--- config.mk ---
export PLATFORM = sky130hd
export DESIGN_NAME = instr_fetch_unit
export DESIGN_NICKNAME = d
export VERILOG_FILES = /design/src/rtl/instr_fetch_unit.sv
export SDC_FILE = /design/constraint.sdc
export NUM_CORES = 1
export LEC_CHECK = 0
export ABC_AREA = 1
export BUFFER_PORTS_ARGS = -buffer_cell sky130_fd_sc_hd__buf_2
export CORE_MARGIN = 2
export CORE_UTILIZATION = 56
export CTS_CLUSTER_SIZE = 14
export DETAILED_ROUTE_END_ITERATION = 6
export GPL_TIMING_DRIVEN = 0
export PLACE_DENSITY = 0.79
export REMOVE_ABC_BUFFERS = 1
export SYNTH_ARGS = -nofsm -noshare
export SYNTH_HDL_FRONTEND = slang
export SYNTH_SLANG_ARGS = --single-unit
--- constraint.sdc ---
create_clock -name clk -period 2.1 [get_ports clk]
set_clock_uncertainty 0.1 [all_clocks]
set_input_delay 0.315 -clock clk [delete_from_list [all_inputs] [get_ports clk]]
set_output_delay 0.315 -clock clk [all_outputs]
set_load 0.005 [all_outputs]
--- src/rtl/instr_fetch_unit.sv ---
// Instruction fetch unit: streams 22-bit words from synchronous program memory, resolves branches locally.
// Define IFU_STACK_GUARD_EN to halt with stack_err on return-stack overflow/underflow instead of wrapping.
module instr_fetch_unit #(
  parameter int          ADDR_W       = 11,
  parameter int          STACK_DEPTH  = 4,
  parameter int unsigned RESET_VECTOR = 0
) (
  input  logic              clk,
  input  logic              rst,
  input  logic              stall,
  input  logic              flag_z,
  input  logic              flag_p0,
  input  logic              flag_cy,
  output logic [ADDR_W-1:0] pm_addr,
  output logic              pm_ren,
  input  logic [21:0]       pm_rdata,
  output logic [21:0]       instruction,
  output logic              HOLD,
  output logic [ADDR_W-1:0] pc,
  output logic              stack_err
);

  localparam logic [21:0] NOP_WORD = 22'h1FFFFF;
  localparam logic [21:0] RET_WORD = 22'h018000;
  localparam int          SP_W     = (STACK_DEPTH > 1) ? $clog2(STACK_DEPTH) : 1;

  typedef enum logic {RUN, HALT} state_t;

  state_t            state_q, state_d;
  logic [ADDR_W-1:0] pm_addr_q, pm_addr_d;
  logic [ADDR_W-1:0] ra_q, ra_d;
  logic [ADDR_W-1:0] pc_q, pc_d;
  logic [21:0]       instr_q, instr_d;
  logic              hold_q, hold_d;
  logic              rd_valid_q, rd_valid_d;
  logic [SP_W-1:0]   sp_q, sp_d;
  logic [ADDR_W-1:0] stack_q [STACK_DEPTH];

  logic              push_en;
  logic [ADDR_W-1:0] push_data;
  logic [SP_W-1:0]   sp_inc, sp_dec;

  logic is_jump, is_jze, is_jp0, is_jcy, is_bsr, is_ret, taken;
  logic [ADDR_W-1:0] target;

`ifdef IFU_STACK_GUARD_EN
  localparam int CNT_W = $clog2(STACK_DEPTH + 1);
  logic [CNT_W-1:0] cnt_q, cnt_d;
  logic             err_q, err_d;
  logic             guard_fault;
`endif

  assign pm_addr     = pm_addr_q;
  assign instruction = instr_q;
  assign HOLD        = hold_q;
  assign pc          = pc_q;
  assign pm_ren      = !stall && !rst && (state_q != HALT);

`ifdef IFU_STACK_GUARD_EN
  assign stack_err = err_q;
`else
  assign stack_err = 1'b0;
`endif

  // Opcode decode of the word currently on the memory read port.
  always_comb begin
    is_jump = (pm_rdata[21:11] == 11'h400);
    is_jze  = (pm_rdata[21:11] == 11'h500);
    is_jp0  = (pm_rdata[21:11] == 11'h600);
    is_jcy  = (pm_rdata[21:11] == 11'h700);
    is_bsr  = (pm_rdata[21:10] == 12'h700);
    is_ret  = (pm_rdata == RET_WORD);
    taken   = is_jump || (is_jze && flag_z) || (is_jp0 && flag_p0) ||
              (is_jcy && flag_cy) || is_bsr || is_ret;
  end

  // Circular stack pointer arithmetic; also correct for non-power-of-two depths.
  always_comb begin
    sp_inc = (sp_q == SP_W'(STACK_DEPTH - 1)) ? '0 : sp_q + SP_W'(1);
    sp_dec = (sp_q == '0) ? SP_W'(STACK_DEPTH - 1) : sp_q - SP_W'(1);
    if (is_bsr)
      target = ADDR_W'(pm_rdata[9:0]);
    else if (is_ret)
      target = stack_q[sp_dec];
    else
      target = ADDR_W'(pm_rdata[10:0]);
  end

  // Next-state and next-output logic for the fetch FSM.
  always_comb begin
    state_d    = state_q;
    pm_addr_d  = pm_addr_q;
    ra_d       = ra_q;
    pc_d       = pc_q;
    instr_d    = instr_q;
    hold_d     = hold_q;
    rd_valid_d = rd_valid_q;
    sp_d       = sp_q;
    push_en    = 1'b0;
    push_data  = ra_q + ADDR_W'(1);
`ifdef IFU_STACK_GUARD_EN
    cnt_d       = cnt_q;
    err_d       = err_q;
    guard_fault = (is_bsr && (cnt_q == CNT_W'(STACK_DEPTH))) ||
                  (is_ret && (cnt_q == '0));
`endif

    unique case (state_q)
      RUN: begin
        if (stall) begin
          hold_d = 1'b1;
        end else if (!rd_valid_q) begin
          instr_d    = NOP_WORD;
          hold_d     = 1'b1;
          pm_addr_d  = pm_addr_q + ADDR_W'(1);
          ra_d       = pm_addr_q;
          rd_valid_d = 1'b1;
`ifdef IFU_STACK_GUARD_EN
        end else if (guard_fault) begin
          state_d = HALT;
          err_d   = 1'b1;
          instr_d = NOP_WORD;
          hold_d  = 1'b1;
`endif
        end else begin
          instr_d = pm_rdata;
          pc_d    = ra_q;
          hold_d  = 1'b0;
          ra_d    = pm_addr_q;
          if (is_bsr) begin
            push_en = 1'b1;
            sp_d    = sp_inc;
`ifdef IFU_STACK_GUARD_EN
            cnt_d   = cnt_q + CNT_W'(1);
`endif
          end else if (is_ret) begin
            sp_d    = sp_dec;
`ifdef IFU_STACK_GUARD_EN
            cnt_d   = cnt_q - CNT_W'(1);
`endif
          end
          if (taken) begin
            pm_addr_d  = target;
            rd_valid_d = 1'b0;
          end else begin
            pm_addr_d  = pm_addr_q + ADDR_W'(1);
            rd_valid_d = 1'b1;
          end
        end
      end
      HALT: begin
        instr_d = NOP_WORD;
        hold_d  = 1'b1;
      end
      default: state_d = RUN;
    endcase
  end

  always_ff @(posedge clk) begin
    if (rst) begin
      state_q    <= RUN;
      pm_addr_q  <= ADDR_W'(RESET_VECTOR);
      ra_q       <= ADDR_W'(RESET_VECTOR);
      pc_q       <= '0;
      instr_q    <= NOP_WORD;
      hold_q     <= 1'b1;
      rd_valid_q <= 1'b0;
      sp_q       <= '0;
`ifdef IFU_STACK_GUARD_EN
      cnt_q      <= '0;
      err_q      <= 1'b0;
`endif
    end else begin
      state_q    <= state_d;
      pm_addr_q  <= pm_addr_d;
      ra_q       <= ra_d;
      pc_q       <= pc_d;
      instr_q    <= instr_d;
      hold_q     <= hold_d;
      rd_valid_q <= rd_valid_d;
      sp_q       <= sp_d;
`ifdef IFU_STACK_GUARD_EN
      cnt_q      <= cnt_d;
      err_q      <= err_d;
`endif
    end
  end

  // Return-address storage needs no reset; the pointer defines what is live.
  always_ff @(posedge clk) begin
    if (push_en && !rst)
      stack_q[sp_q] <= push_data;
  end

endmodule

==> results.yml <==
outcome:
  outcome: "finished clean"
clock_tree:
  clockRootBuffer: "clkbuf_8"
  cts-htree-levels: 3
  cts-buffers-inserted: 9
  cts_num_sinks: 103
  cts-root-to-sink-buffers: 2
  cts.reportedPaths.clkPinSlew_ps: 90
  worstSkewPairLatency_ps: 360
  cts_tree: "built"
grt:
  overflow: 0
  grt_start_max_net_pins: 33
  grt_first_pass_wirelength_mm: 16.8
  grt_antenna_before_repair: 0
  grt_use_total_pct: 25.1
  first_global_vias: 3453
timing:
  unrepaired_setup_endpoints_after_global_routing: "yes"
  post-route-min-period_ps: 2010
  slew_headroom_pct: 38.6
  final-setup-viol-count: 0
  final_hold_violation_count: 0
  finalCritPeriodShare_pct: 95.8
  timing_max_transition_violations_final: 0
  max_freq_mhz: 497
  worst_pin_slew_ps: 920
cells_and_area:
  fin_area_sq_um: 5340
  num-nets-final: 639
  instances_no_fill: 712
  seq_area_sq_um: 2510
  drive_above_1_share_pct: 21.0
  multi_input_comb_area_sq_um: 1790
  area_delta_synth_final_pct: 18.5
  antenna_cells_inserted: 0
  fillCellCount: 611
power_and_ir_drop:
  total_leakage_power_nw: 2.25
  power_per_cell_area_nw_per_um2: 676
  worst_ir_drop_vdd_v: 0.000505
worst_setup_path:
  worstSetupStartpointType: "flop"
  path_class: "flop to flop"
  setup.worst_path.end_class: "flop"
  crit_arrival_ps: 2170
  number_of_cells_traversed_by_the_worst_register_to_register_path: 11
  cp.required_ps: 2260
  critical_path.max_fanout: 15
  worst_r2r_endpoint: "pm_addr[8]"
  reg2reg_setup_slack_ps: 90
  r2r-start: "sp_q[1]"
min_path:
  holdPathStages: 3
  hp-class: "primary input to flop"
  worstHoldEndpoint: "instruction[12]"
  hold_path.startpoint: "pm_rdata[12]"
synthesis:
  async_reset_ff_share_pct: 0
  synth_top_area_cell: "edfxtp_1"
  synth.lib_cells_used.distinct: 28
  ys.warnings.count: 0
  synth.yosys.seq_area_share_pct: 55.6
  synth_enable_flop_cells: 44
  netlist_instances: 525
  synth.cells.most_frequent: "nand2_1, dfxtp_1, inv_1"
  netlist_top_cells_area: "edfxtp_1, dfxtp_1, nand2_1, inv_1, a21oi_1"
  post-synth-top-area-fraction_pct: 29.3
  synth_most_common_cell: "nand2_1"
  synth_flop_cell: "dfxtp_1"
  post_synth_instance_area_sq_um: 4500
  ys_ff_latch: 103
  postSynthAreaPerCell_sq_um: 8.58
detailed_routing:
  violation_count_after_the_first_detailed_route_iteration: 402
  route.detailed.drc: 0
  routed_wl_mm: 11.0
  vias: 3835
  drt.antenna.violating_nets: 0
  detailedRoute.firstPassIterationCount: 7
  route.detailed.wl_per_inst_um: 15.5
  vias_per_cell: 5.39
placement:
  port_buffers: 73
  detailedPlacementHpwl_mm: 7.29
  place.gp.congestion: 0.867
  placed_area_sq_um: 4900
  placedCellCount: 682
floorplan:
  design.portCount: 75
  start_util_pct: 58.0
  chip_height_um: 93.7
  floorplan.core_area_sq_um: 7770
  row_count: 32
  die_width_um: 93.7
  design.die.area_sq_um: 8770
flow_run:
  maxCapViolCount: 0
==> placed cells by master (no fill, tap or decap), types with 4 or more instances in the layout <==
cell type / synthesis / routed
inv_1: 56 / 53
edfxtp_1: 44 / 44
buf_2: 4 / 73
nor3_1: 8 / 7
a21oi_1: 41 / 40
o21ai_0: 34 / 34
nor2_1: 53 / 48
buf_4: 3 / 10
dfxtp_1: 59 / 58
ha_1: 6 / 5
xor2_1: 16 / 16
clkbuf_8: 0 / 9
nand3_1: 23 / 23
o22ai_1: 23 / 23
clkinvlp_4: 0 / 4
nand2_1: 124 / 123
nor2_4: 1 / 8
==> cell families after synthesis <==
logic type	after synthesis	share of synthesized area, %
buf+inv	76	6.86
compound gates	100	11.8
flops	103	55.6
xor+xnor	17	3.31
other cells	1	0.0833
fa+ha+maj	6	1.67
simple gates	222	20.7
==> metrics by stage <==
stage | hold WS [ps] | setup WS, ps | power (mW) | TNS [ps] | utilization [%]
floorplan | 329 | -17.8 | 2.34 | -782 | -
global placement | 345 | -848 | 2.46 | -47140 | 63.1
detailed placement | 366 | -832 | 2.46 | -48240 | 63.1
CTS | 84.7 | 42.5 | 3.60 | 0 | 68.1
global route | 108 | -17.3 | 3.71 | -21.2 | 68.7
finish | 86.4 | 88.1 | 3.61 | 0 | 68.7
==> worst max-delay path, cell delays in order (launching register included) <==
cell and delay [ps]:
dfxtp_1 340, inv_1 140, ha_4 180, clkinvlp_4 190, nand2_8 180, a21oi_1 80, o21ai_0 80, nand2_1 110
a21oi_1 250, nor2_1 80, nor2_1 130, nor2_1 50
==> cell type report <==
type                            instances  share of cell area, %
Timing Repair Buffer                   86                   9.38
Multi-Input combinational cell        347                   33.5
Clock buffer                           10                   2.79
Clock inverter                          6                  0.774
Sequential cell                       103                   47.0
Tap cell                              102                   2.39
Inverter                               58                   4.22
==> worst max-delay path by stage <==
stage | cells past startpoint | slack (ps) | from | to
floorplan | 5 | -20 | stall | stack_q[2][0]
global placement | 6 | -850 | stall | stack_q[2][4]
detailed placement | 6 | -830 | stall | stack_q[3][4]
CTS | 11 | 40 | sp_q[0] | pm_addr[8]
global route | 11 | -20 | sp_q[1] | pm_addr[4]
finish | 11 | 90 | sp_q[1] | pm_addr[8]
==> power breakdown <==
part           switching [mW]  leakage (nW)  internal, mW
Clock                   0.675        0.0915         0.503
Sequential             0.0347         0.890          2.12
Combinational           0.170          1.27        0.0995
Total                   0.880          2.25          2.73
==> metal layers <==
| layer | vias to the layer above | GRT usage (%) | share of wire, % |
|---|---|---|---|
| li1 | 1887 | - | - |
| met2 | 161 | 42.1 | 50 |
| met4 | 0 | 10.7 | 2.9 |
| met5 | - | 0 | 0 |
| met3 | 26 | 4.33 | 5.8 |
| met1 | 1761 | 32.2 | 41 |
==> sequential cells by signal, indices dropped and copies added, names as in the netlist <==
register     count
HOLD             1
sp_q             2
instruction     22
stack_q         44
ra_q            11
rd_valid_q       1
pm_addr         11
pc              11
==> timing repair <==
item	in CTS	in global routing
setup endpoints to repair	72	60
resized for setup	20	4
hold buffers	0	0
cloned	0	1
buffers inserted	10	3
pin swaps	5	2
No activity file was read; power rests on OpenSTA's default activity.
